### src/rtl/cmd_decoder.sv
// cmd_decoder: receive-side framer for PREFIX,DEST,LEN,DATA[LEN],CRC frames.
// The payload is staged in a 256x8 buffer. Once the CRC checks out, the payload
// is replayed to the addressed sink over a valid/ready stream.
module cmd_decoder #(
  parameter logic [7:0] PREFIX  = 8'hAA,
  parameter int         N_DEST  = 4,
  parameter int         TIMEOUT = 10000
) (
  input  logic       clk,
  input  logic       n_rst,
  input  logic [7:0] rx_data,
  input  logic       rx_valid,
  output logic [7:0] out_data,
  output logic [7:0] out_dest,
  output logic       out_last,
  output logic       out_valid,
  input  logic       out_ready,
  output logic       frame_ok,
  output logic       crc_err,
  output logic       dest_err,
  output logic       len_err,
  output logic       tmo_err,
  output logic       drop_err
);

  localparam logic [2:0] S_IDLE  = 3'd0;
  localparam logic [2:0] S_DEST  = 3'd1;
  localparam logic [2:0] S_LEN   = 3'd2;
  localparam logic [2:0] S_DATA  = 3'd3;
  localparam logic [2:0] S_CRC   = 3'd4;
  localparam logic [2:0] S_DRAIN = 3'd5;

  localparam int          TW       = $clog2(TIMEOUT);
  localparam logic [TW-1:0] TMO_LAST = TW'(TIMEOUT - 1);

  logic [2:0]    state;
  logic [7:0]    dest_q, len_q, crc_q, wr_ptr, rd_ptr;
  logic          bad_dest, primed;
  logic [TW-1:0] tmo_cnt;
  logic [7:0]    out_data_q;
  logic          out_valid_q, out_last_q;
  logic [7:0]    mem [256];

  assign out_data  = out_data_q;
  assign out_dest  = dest_q;
  assign out_last  = out_last_q;
  assign out_valid = out_valid_q;

  // Payload buffer write port. This is plain storage with no reset, so it maps onto RAM.
  always_ff @(posedge clk) begin
    if (state == S_DATA && rx_valid) mem[wr_ptr] <= rx_data;
  end

  // Frame parser, inter-byte timeout and drain sequencer.
  always_ff @(posedge clk or negedge n_rst) begin
    if (!n_rst) begin
      state       <= S_IDLE;
      dest_q      <= '0;
      len_q       <= '0;
      crc_q       <= '0;
      wr_ptr      <= '0;
      rd_ptr      <= '0;
      bad_dest    <= 1'b0;
      primed      <= 1'b0;
      tmo_cnt     <= '0;
      out_data_q  <= '0;
      out_valid_q <= 1'b0;
      out_last_q  <= 1'b0;
      frame_ok    <= 1'b0;
      crc_err     <= 1'b0;
      dest_err    <= 1'b0;
      len_err     <= 1'b0;
      tmo_err     <= 1'b0;
      drop_err    <= 1'b0;
    end else begin
      frame_ok <= 1'b0;
      crc_err  <= 1'b0;
      dest_err <= 1'b0;
      len_err  <= 1'b0;
      tmo_err  <= 1'b0;
      drop_err <= 1'b0;
      case (state)
        S_IDLE: begin
          tmo_cnt <= '0;
          if (rx_valid && rx_data == PREFIX) state <= S_DEST;
        end
        S_DEST, S_LEN, S_DATA, S_CRC: begin
          if (rx_valid) begin
            // An arriving byte always beats an expiry on the same edge.
            tmo_cnt <= '0;
            case (state)
              S_DEST: begin
                dest_q   <= rx_data;
                crc_q    <= rx_data;
                bad_dest <= int'(rx_data) >= N_DEST;
                state    <= S_LEN;
              end
              S_LEN: begin
                if (rx_data == 8'd0) begin
                  len_err <= 1'b1;
                  state   <= S_IDLE;
                end else begin
                  len_q  <= rx_data;
                  crc_q  <= crc_q + rx_data;
                  wr_ptr <= '0;
                  state  <= S_DATA;
                end
              end
              S_DATA: begin
                crc_q  <= crc_q + rx_data;
                wr_ptr <= wr_ptr + 8'd1;
                if (wr_ptr == len_q - 8'd1) state <= S_CRC;
              end
              default: begin
                // CRC byte: a mismatch is reported ahead of a bad destination.
                if (rx_data != crc_q) begin
                  crc_err <= 1'b1;
                  state   <= S_IDLE;
                end else if (bad_dest) begin
                  dest_err <= 1'b1;
                  state    <= S_IDLE;
                end else begin
                  frame_ok <= 1'b1;
                  rd_ptr   <= '0;
                  primed   <= 1'b0;
                  state    <= S_DRAIN;
                end
              end
            endcase
          end else if (tmo_cnt == TMO_LAST) begin
            tmo_err <= 1'b1;
            tmo_cnt <= '0;
            state   <= S_IDLE;
          end else begin
            tmo_cnt <= tmo_cnt + TW'(1);
          end
        end
        S_DRAIN: begin
          // The stream owns the buffer now, so any incoming byte is dropped.
          if (rx_valid) drop_err <= 1'b1;
          if (!primed) begin
            // Registered read of byte 0. Valid follows on the next edge.
            out_data_q <= mem[rd_ptr];
            primed     <= 1'b1;
          end else if (!out_valid_q) begin
            out_valid_q <= 1'b1;
            out_last_q  <= (len_q == 8'd1);
          end else if (out_ready) begin
            if (out_last_q) begin
              out_valid_q <= 1'b0;
              out_last_q  <= 1'b0;
              state       <= S_IDLE;
            end else begin
              // Prefetch the next byte on the transfer edge to keep 1 byte/clk.
              rd_ptr     <= rd_ptr + 8'd1;
              out_data_q <= mem[rd_ptr + 8'd1];
              out_last_q <= (rd_ptr + 8'd1) == (len_q - 8'd1);
            end
          end
        end
        default: state <= S_IDLE;
      endcase
    end
  end

endmodule

### config.mk
export PLATFORM = sky130hd
export DESIGN_NAME = cmd_decoder
export DESIGN_NICKNAME = d
export VERILOG_FILES = /design/src/rtl/cmd_decoder.sv
export SDC_FILE = /design/constraint.sdc
export NUM_CORES = 2
export LEC_CHECK = 0
export CAP_MARGIN = 10
export CORE_UTILIZATION = 45
export CTS_BUF_LIST = sky130_fd_sc_hd__clkbuf_8
export DETAILED_ROUTE_END_ITERATION = 10
export DONT_BUFFER_PORTS = 1
export MAX_ROUTING_LAYER = met4
export PLACE_DENSITY = 0.67
export SLEW_MARGIN = 20
export SYNTH_ARGS = -nofsm -noshare
export SYNTH_HDL_FRONTEND = slang
export SYNTH_SLANG_ARGS = --single-unit
### constraint.sdc
create_clock -name clk -period 3.7 [get_ports clk]
set_input_delay 0.37 -clock clk [delete_from_list [all_inputs] [get_ports clk]]
set_output_delay 0.37 -clock clk [all_outputs]
set_load 0.005 [all_outputs]
==> Word level (Yosys, flattened, before mapping) <==
Memory sizes are Yosys's and may differ from the RTL's.
Index checks and enable logic that the tools add are counted.
{ "totals": {"ram_bits": 2048, "wordCells": 143, "register_bits": 75, "in_bits": 12, "output_inout_bits": 24, "n_memories": 1} }
{ "op_classes": {"add_sub_neg": 5, "reduce_logical": 20, "n_mux": 69, "n_bitwise": 1, "n_eq_ne": 28, "order_cmp": 1} }
{ "memory_table": {"columns": ["memory", "words", "word_bits", "read_ports", "rd_ports_with_merged_regs", "write_ports", "line_no", "rtl"], "rows": [
  ["mem", 256, 8, 2, 0, 1, "42", "logic [7:0] mem [256];"]
]} }
{ "ops": {"columns": ["operator", "n"], "rows": [
  ["two-way mux 8 bit", 14],
  ["two-way mux 1 bit", 35],
  ["case mux 8 bit (2 select lines)", 2],
  ["two-way mux 3 bit", 10],
  ["two-way mux 14 bit", 2],
  ["inequality test 2 bit (second input constant)", 14],
  ["case mux 14 bit (2 select lines)", 1],
  ["case mux 8 bit (3 select lines)", 1],
  ["case mux 3 bit (3 select lines)", 2],
  ["adder 8 x 1 -> 8 bit (second input constant)", 2],
  ["== test 8 bit", 2],
  ["AND reduction 4 bit", 4],
  ["adder 14 x 1 -> 14 bit (second input constant)", 1],
  ["== test 14 bit (second input constant)", 1],
  ["AND reduction 9 bit", 1],
  ["adder 8 bit", 1],
  ["== test 8 x 1 -> 1 bit (second input constant)", 1],
  ["== test 8 bit (second input constant)", 1],
  [">= comparator 8 x 3 -> 1 bit (second input constant)", 1],
  ["zero test 8 bit", 1],
  ["inequality test 8 bit", 1],
  ["subtractor 8 x 1 -> 8 bit (second input constant)", 1],
  ["AND reduction 7 bit", 1],
  ["== test 3 x 2 -> 1 bit (second input constant)", 2],
  ["17 further kinds", 22]
]} }

==> Longest topological paths before layout <==
{ "logic_depth": {"depth_word": 6, "mapped_depth": 16, "ltp_nobuf": 11} }

==> Worst setup path before layout <==
OpenSTA, ideal clock, no wires.
{ "synth_path": {"path_type": "reg-to-reg", "startpoint": "register rd_ptr[1]", "endpoint": "register out_data_q[5], in the netlist out_data[5]", "t_required_ns": 3.571, "t_arrival_ns": 3.000, "slack_ns": 0.572, "path_buffers": 5, "path_stages_with_launch": 14, "period_less_slack_ns": 3.128, "path_cell_list": "dfrtp_1 ha_1 buf_2 buf_4 buf_4 buf_2 buf_2 mux4_2 nand2_1 nand3_1 a41oi_1 a31oi_1 o211ai_1 nand3_1"} }
{ "synth_between": {"elab_chain_len": 6} }
{ "synth_lines": {"columns": ["item", "line_no", "rtl"], "rows": [
  ["start, declared", "37", "logic [7:0] dest_q, len_q, crc_q, wr_ptr, rd_ptr;"],
  ["start signal, assigned", "155", "rd_ptr <= rd_ptr + 8'd1;"],
  ["adder 8 x 1 -> 8 bit", "156", "out_data_q <= mem[rd_ptr + 8'd1];"],
  ["memory read (256 x 8 bit) *", null, null],
  ["two-way mux 8 bit", "149", "if (out_last_q) begin"],
  ["two-way mux 8 bit", "148", "end else if (out_ready) begin"],
  ["two-way mux 8 bit", "145", "end else if (!out_valid_q) begin"],
  ["two-way mux 8 bit *", "141", "if (!primed) begin"],
  ["end signal, assigned", "143", "out_data_q <= mem[rd_ptr];"],
  ["end signal, assigned", "156", null],
  ["end, declared", "40", "logic [7:0] out_data_q;"]
]} }
Every way passes the cells marked *; elsewhere a longest branch is shown, timed or not. The select of a mux whose other input is x is not followed.
A chain may end at the register's enable or synchronous reset.

==> Worst setup path in the final report <==
{ "layout_path": {"startpoint": "register rd_ptr[0]", "endpoint": "register out_data_q[6], in the netlist out_data[6]"} }
The elaborated chain is that of the path after synthesis.

==> summary.txt <==
OUTCOME
---------------------------------------------------------------------------------
Run status                                                           complete, but fails checks
Violated checks                                                      setup timing

PWR
---------------------------------------------------------------------------------
Power Dens Cells                                                       572 mW/mm²
Worst-case vdd ir drop                                                     523 µV
Total power                                                               67.0 mW
Static Leak                                                               37.2 nW

FLOORPLAN
---------------------------------------------------------------------------------
Initial Utilization                                                         45.5%
Number of placed I/O pins                                                      36
Horizontal die dimension                                                   477 µm
Total core area                                                         0.223 mm²
Number of rows created at floorplan                                           173
Vert. Die Dim                                                              477 µm
Overall die area                                                        0.227 mm²

PLACEMENT
---------------------------------------------------------------------------------
Final weighted congestion of routability-driven global placement            0.991
DP Worst Slack                                                            -567 ps
Placed cell count                                                            9482
HPWL Detailed                                                           226000 µm
Instance area at placement                                              0.109 mm²
Number of port buffers                                                          0

DETAILED ROUTING
---------------------------------------------------------------------------------
Antenna-violating nets left                                                     0
Total detailed-routing wirelength                                       359000 µm
Routed wirelength normalized by instance count                            35.2 µm
Vias after detailed routing                                                 68800
Count of TritonRoute iterations in the first routing pass                       8
Via density per instance                                                     6.75
Count of unresolved DRC violations after routing                                0
Drt first-iter violations                                                   10800

RUN
---------------------------------------------------------------------------------
Reported max-cap violation count                                                0

STA
---------------------------------------------------------------------------------
Time the final worst path needs with I/O delays and setup                 3760 ps
Final setup violation count                                                     2
Unrepaired setup endpoints after global routing                              true
Fmax                                                                      266 MHz
Number of pins exceeding their max-slew limit in the final report               0
Worst hold margin                                                         90.6 ps
Worst-Margin Slew                                                         1120 ps
Final Worst Setup Slack                                                  -57.2 ps
Hold Vio Cnt, Final                                                             0
Tightest slew margin relative to the limit                                  25.3%
Worst clock skew                                                           104 ps
Final setup TNS                                                           -114 ps
Post-route fraction of the period consumed by the critical path              102%

SYNTH
---------------------------------------------------------------------------------
Mux cell area share after synthesis                                         22.1%
Most frequently used flop master after synthesis                     sky130_fd_sc_hd__edfxtp_1
Adder and majority cell fraction of the synthesized area                   0.205%
Fraction of the mapped netlist area in simple logic gates                   6.27%
Most frequently used cell type in the post-synthesis netlist         sky130_fd_sc_hd__edfxtp_1
Number of warning messages in the yosys log                                     0
Xor and xnor fraction of the mapped netlist area                           0.406%
Distinct cells, synth                                                          80
Dominant combinational cell family by area after synthesis           multiplexers
Synthesis-stage register bit count                                           2123
Cell area after synthesis                                               0.101 mm²
Post-synthesis compound-gate area fraction                                  5.66%
Share of Yosys cell area claimed by the top area cell type                  60.7%
Number of flops mapped to enable cells by yosys                              2048
Part of the Yosys area used for sequential elements                         62.5%
Largest cells by area after synthesis                                sky130_fd_sc_hd__edfxtp_1 (61%), sky130_fd_sc_hd__mux4_2 (17%), sky130_fd_sc_hd__mux2i_1 (4.9%), sky130_fd_sc_hd__nand2_1 (2.2%), sky130_fd_sc_hd__dfrtp_1 (1.9%)
Cells after Synth                                                            6263
Largest area contributor in the synthesized netlist                  sky130_fd_sc_hd__edfxtp_1
Top cells by count, synth                                            sky130_fd_sc_hd__edfxtp_1 (2048), sky130_fd_sc_hd__mux4_2 (762), sky130_fd_sc_hd__nand2_1 (595)
Mean post-synth cell area                                                16.2 µm²
Async set or reset register ratio after synthesis                           3.53%
Number of nets produced by synthesis                                         6291

CLOCK NETWORK
---------------------------------------------------------------------------------
CTS tree                                                                    built
# H-tree levels                                                                 5
Register clock-pin slew on the reported worst setup and hold paths          60 ps
Worst-skew pair later-pin latency                                         1110 ps
Buffer cell driving the clock tree root                              sky130_fd_sc_hd__clkbuf_8
Total CTS buffers                                                             365
Longest Clk Path Bufs                                                           4
Total number of clock tree sinks                                             2123

GRT
---------------------------------------------------------------------------------
Maximum number of pins on one net before global-route repair                  265
Antenna violations before repair                                               22
First-pass GRT wire length                                              502000 µm
Gr ovfl total                                                                   0
Via count of the first global-routing pass                                  67000
GRT Overall Usage                                                           32.0%

CRITICAL PATH
---------------------------------------------------------------------------------
Nature of the critical path endpoint                                    flip-flop
Critical Path Max Stage Delay                                              490 ps
Crit path buf inv count                                                         6
Cell breakdown of the critical path                                  buf_4 > bufbuf_16 > inv_4 > buf_4 > buf_12 > buf_4 > mux2i_1 > a221oi_1 > nand4b_1 > o211ai_1 > a221o_1
Crit path kind                                                            reg2reg
RR Startpoint                                                           rd_ptr[0]
Critical path's most frequent cell                                   sky130_fd_sc_hd__buf_4
Largest fanout of any net on the critical path                                 32
CP max-delay cell                                                    sky130_fd_sc_hd__dfrtp_4
CP top delay family                                                  buffers and inverters
Startpoint types                                                        flip-flop
Critical Path Source                                                    rd_ptr[0]
Arrival time reported for the critical path endpoint                      4710 ps
Data required time at the worst endpoint                                  4650 ps

LAYOUT
---------------------------------------------------------------------------------
Synthesis-to-layout area growth                                             15.7%
Final #Nets                                                                  6957
Design Area, Final                                                      0.117 mm²
Final Core Density                                                          52.6%
Fraction of layout instances using a drive strength above 1                 29.4%
Final cell count without fillers                                            10200

MIN PATH
---------------------------------------------------------------------------------
Startpoint of the lowest-slack hold path                               rx_data[5]
HP Class                                                                   in2reg

[cell type report]
| class | count | area, µm² |
|---|---|---|
| fill | 17900 | 106000 |
| sequential | 2123 | 63400 |
| multi-input combinational | 3610 | 35600 |
| timing repair buffer | 803 | 7840 |
| clock buffer | 377 | 5190 |
| tap | 2975 | 3720 |
| clock inverter | 254 | 1390 |
| inverter | 26 | 108 |
| antenna | 22 | 55.1 |
[worst min-delay path: stages]
cell	delay [ps]
sky130_fd_sc_hd__and4_1	130
sky130_fd_sc_hd__nor3_1	150
sky130_fd_sc_hd__a31oi_1	70
sky130_fd_sc_hd__o221ai_1	300
sky130_fd_sc_hd__a211o_1	150
[layer usage]
layer | part of all wire, % | up-vias | track usage, %
met1 | 36 | 35100 | 41.1
met3 | 14 | 1013 | 9.48
met5 | 0 | - | -
met2 | 44 | 5514 | 45.5
li1 | - | 27200 | -
met4 | 6.1 | 0 | 17.3
[state kept, by name, summed over array words and instances (netlist names), 3 cells and up]
signal	count
crc_q	8
out_data	8
state	3
rd_ptr	8
len_q	8
tmo_cnt	14
wr_ptr	8
out_dest	8
mem	2048
[final timing paths]
check,to,slack (ps),cells past startpoint
setup / recovery,out_data[6],-60,11
hold / removal,state[1],90,5
setup reg to reg,out_data[6],-60,11
hold reg to reg,crc_q[5],490,2
max in group asynchronous,rd_ptr[3],2810,4
min in group asynchronous,crc_q[1],460,4
[kinds of logic (layout without fill, tap and decap cells)]
logic type | after synthesis | in the layout
xor gates and xnor gates | 47 | 47
and+or+nand+nor | 1457 | 1457
DFF | 2123 | 2123
AOI/OAI and AO/OA | 805 | 805
buffers and inverters | 530 | 1460
muxes | 1285 | 1285
adders and majority gates | 16 | 16
other | 0 | 22
[repair_timing]
action | CTS | global route
hold endpoints to repair | 2178 | 118
hold buffers | 28 | 1
resized for setup | 34 | 56
setup buffers | 3 | 7
pin swaps | 5 | 6
gates cloned | 5 | 4
setup endpoints to repair | 8 | 8
[report_power, final]
group          total [mW]  internal [mW]  switching [mW]
clock                20.1           10.3            9.84
sequential           26.9           26.6           0.302
combinational        20.0           9.49            10.6
[layout by cell type, fill, tap and decap left out, drive strengths merged, types with 48 or more instances in the layout]
cell and n:
a21oi 167, a32oi 48, buf 776, clkbuf 381
clkinv 118, dfrtp 75, edfxtp 2048, inv 142
mux2i 498, mux4 762, nand2 596, nand3 227
nand4 55, nor2 374, nor3 83, o21ai 67
o221ai 197, o22ai 103
(Power assumes the default switching activity.)
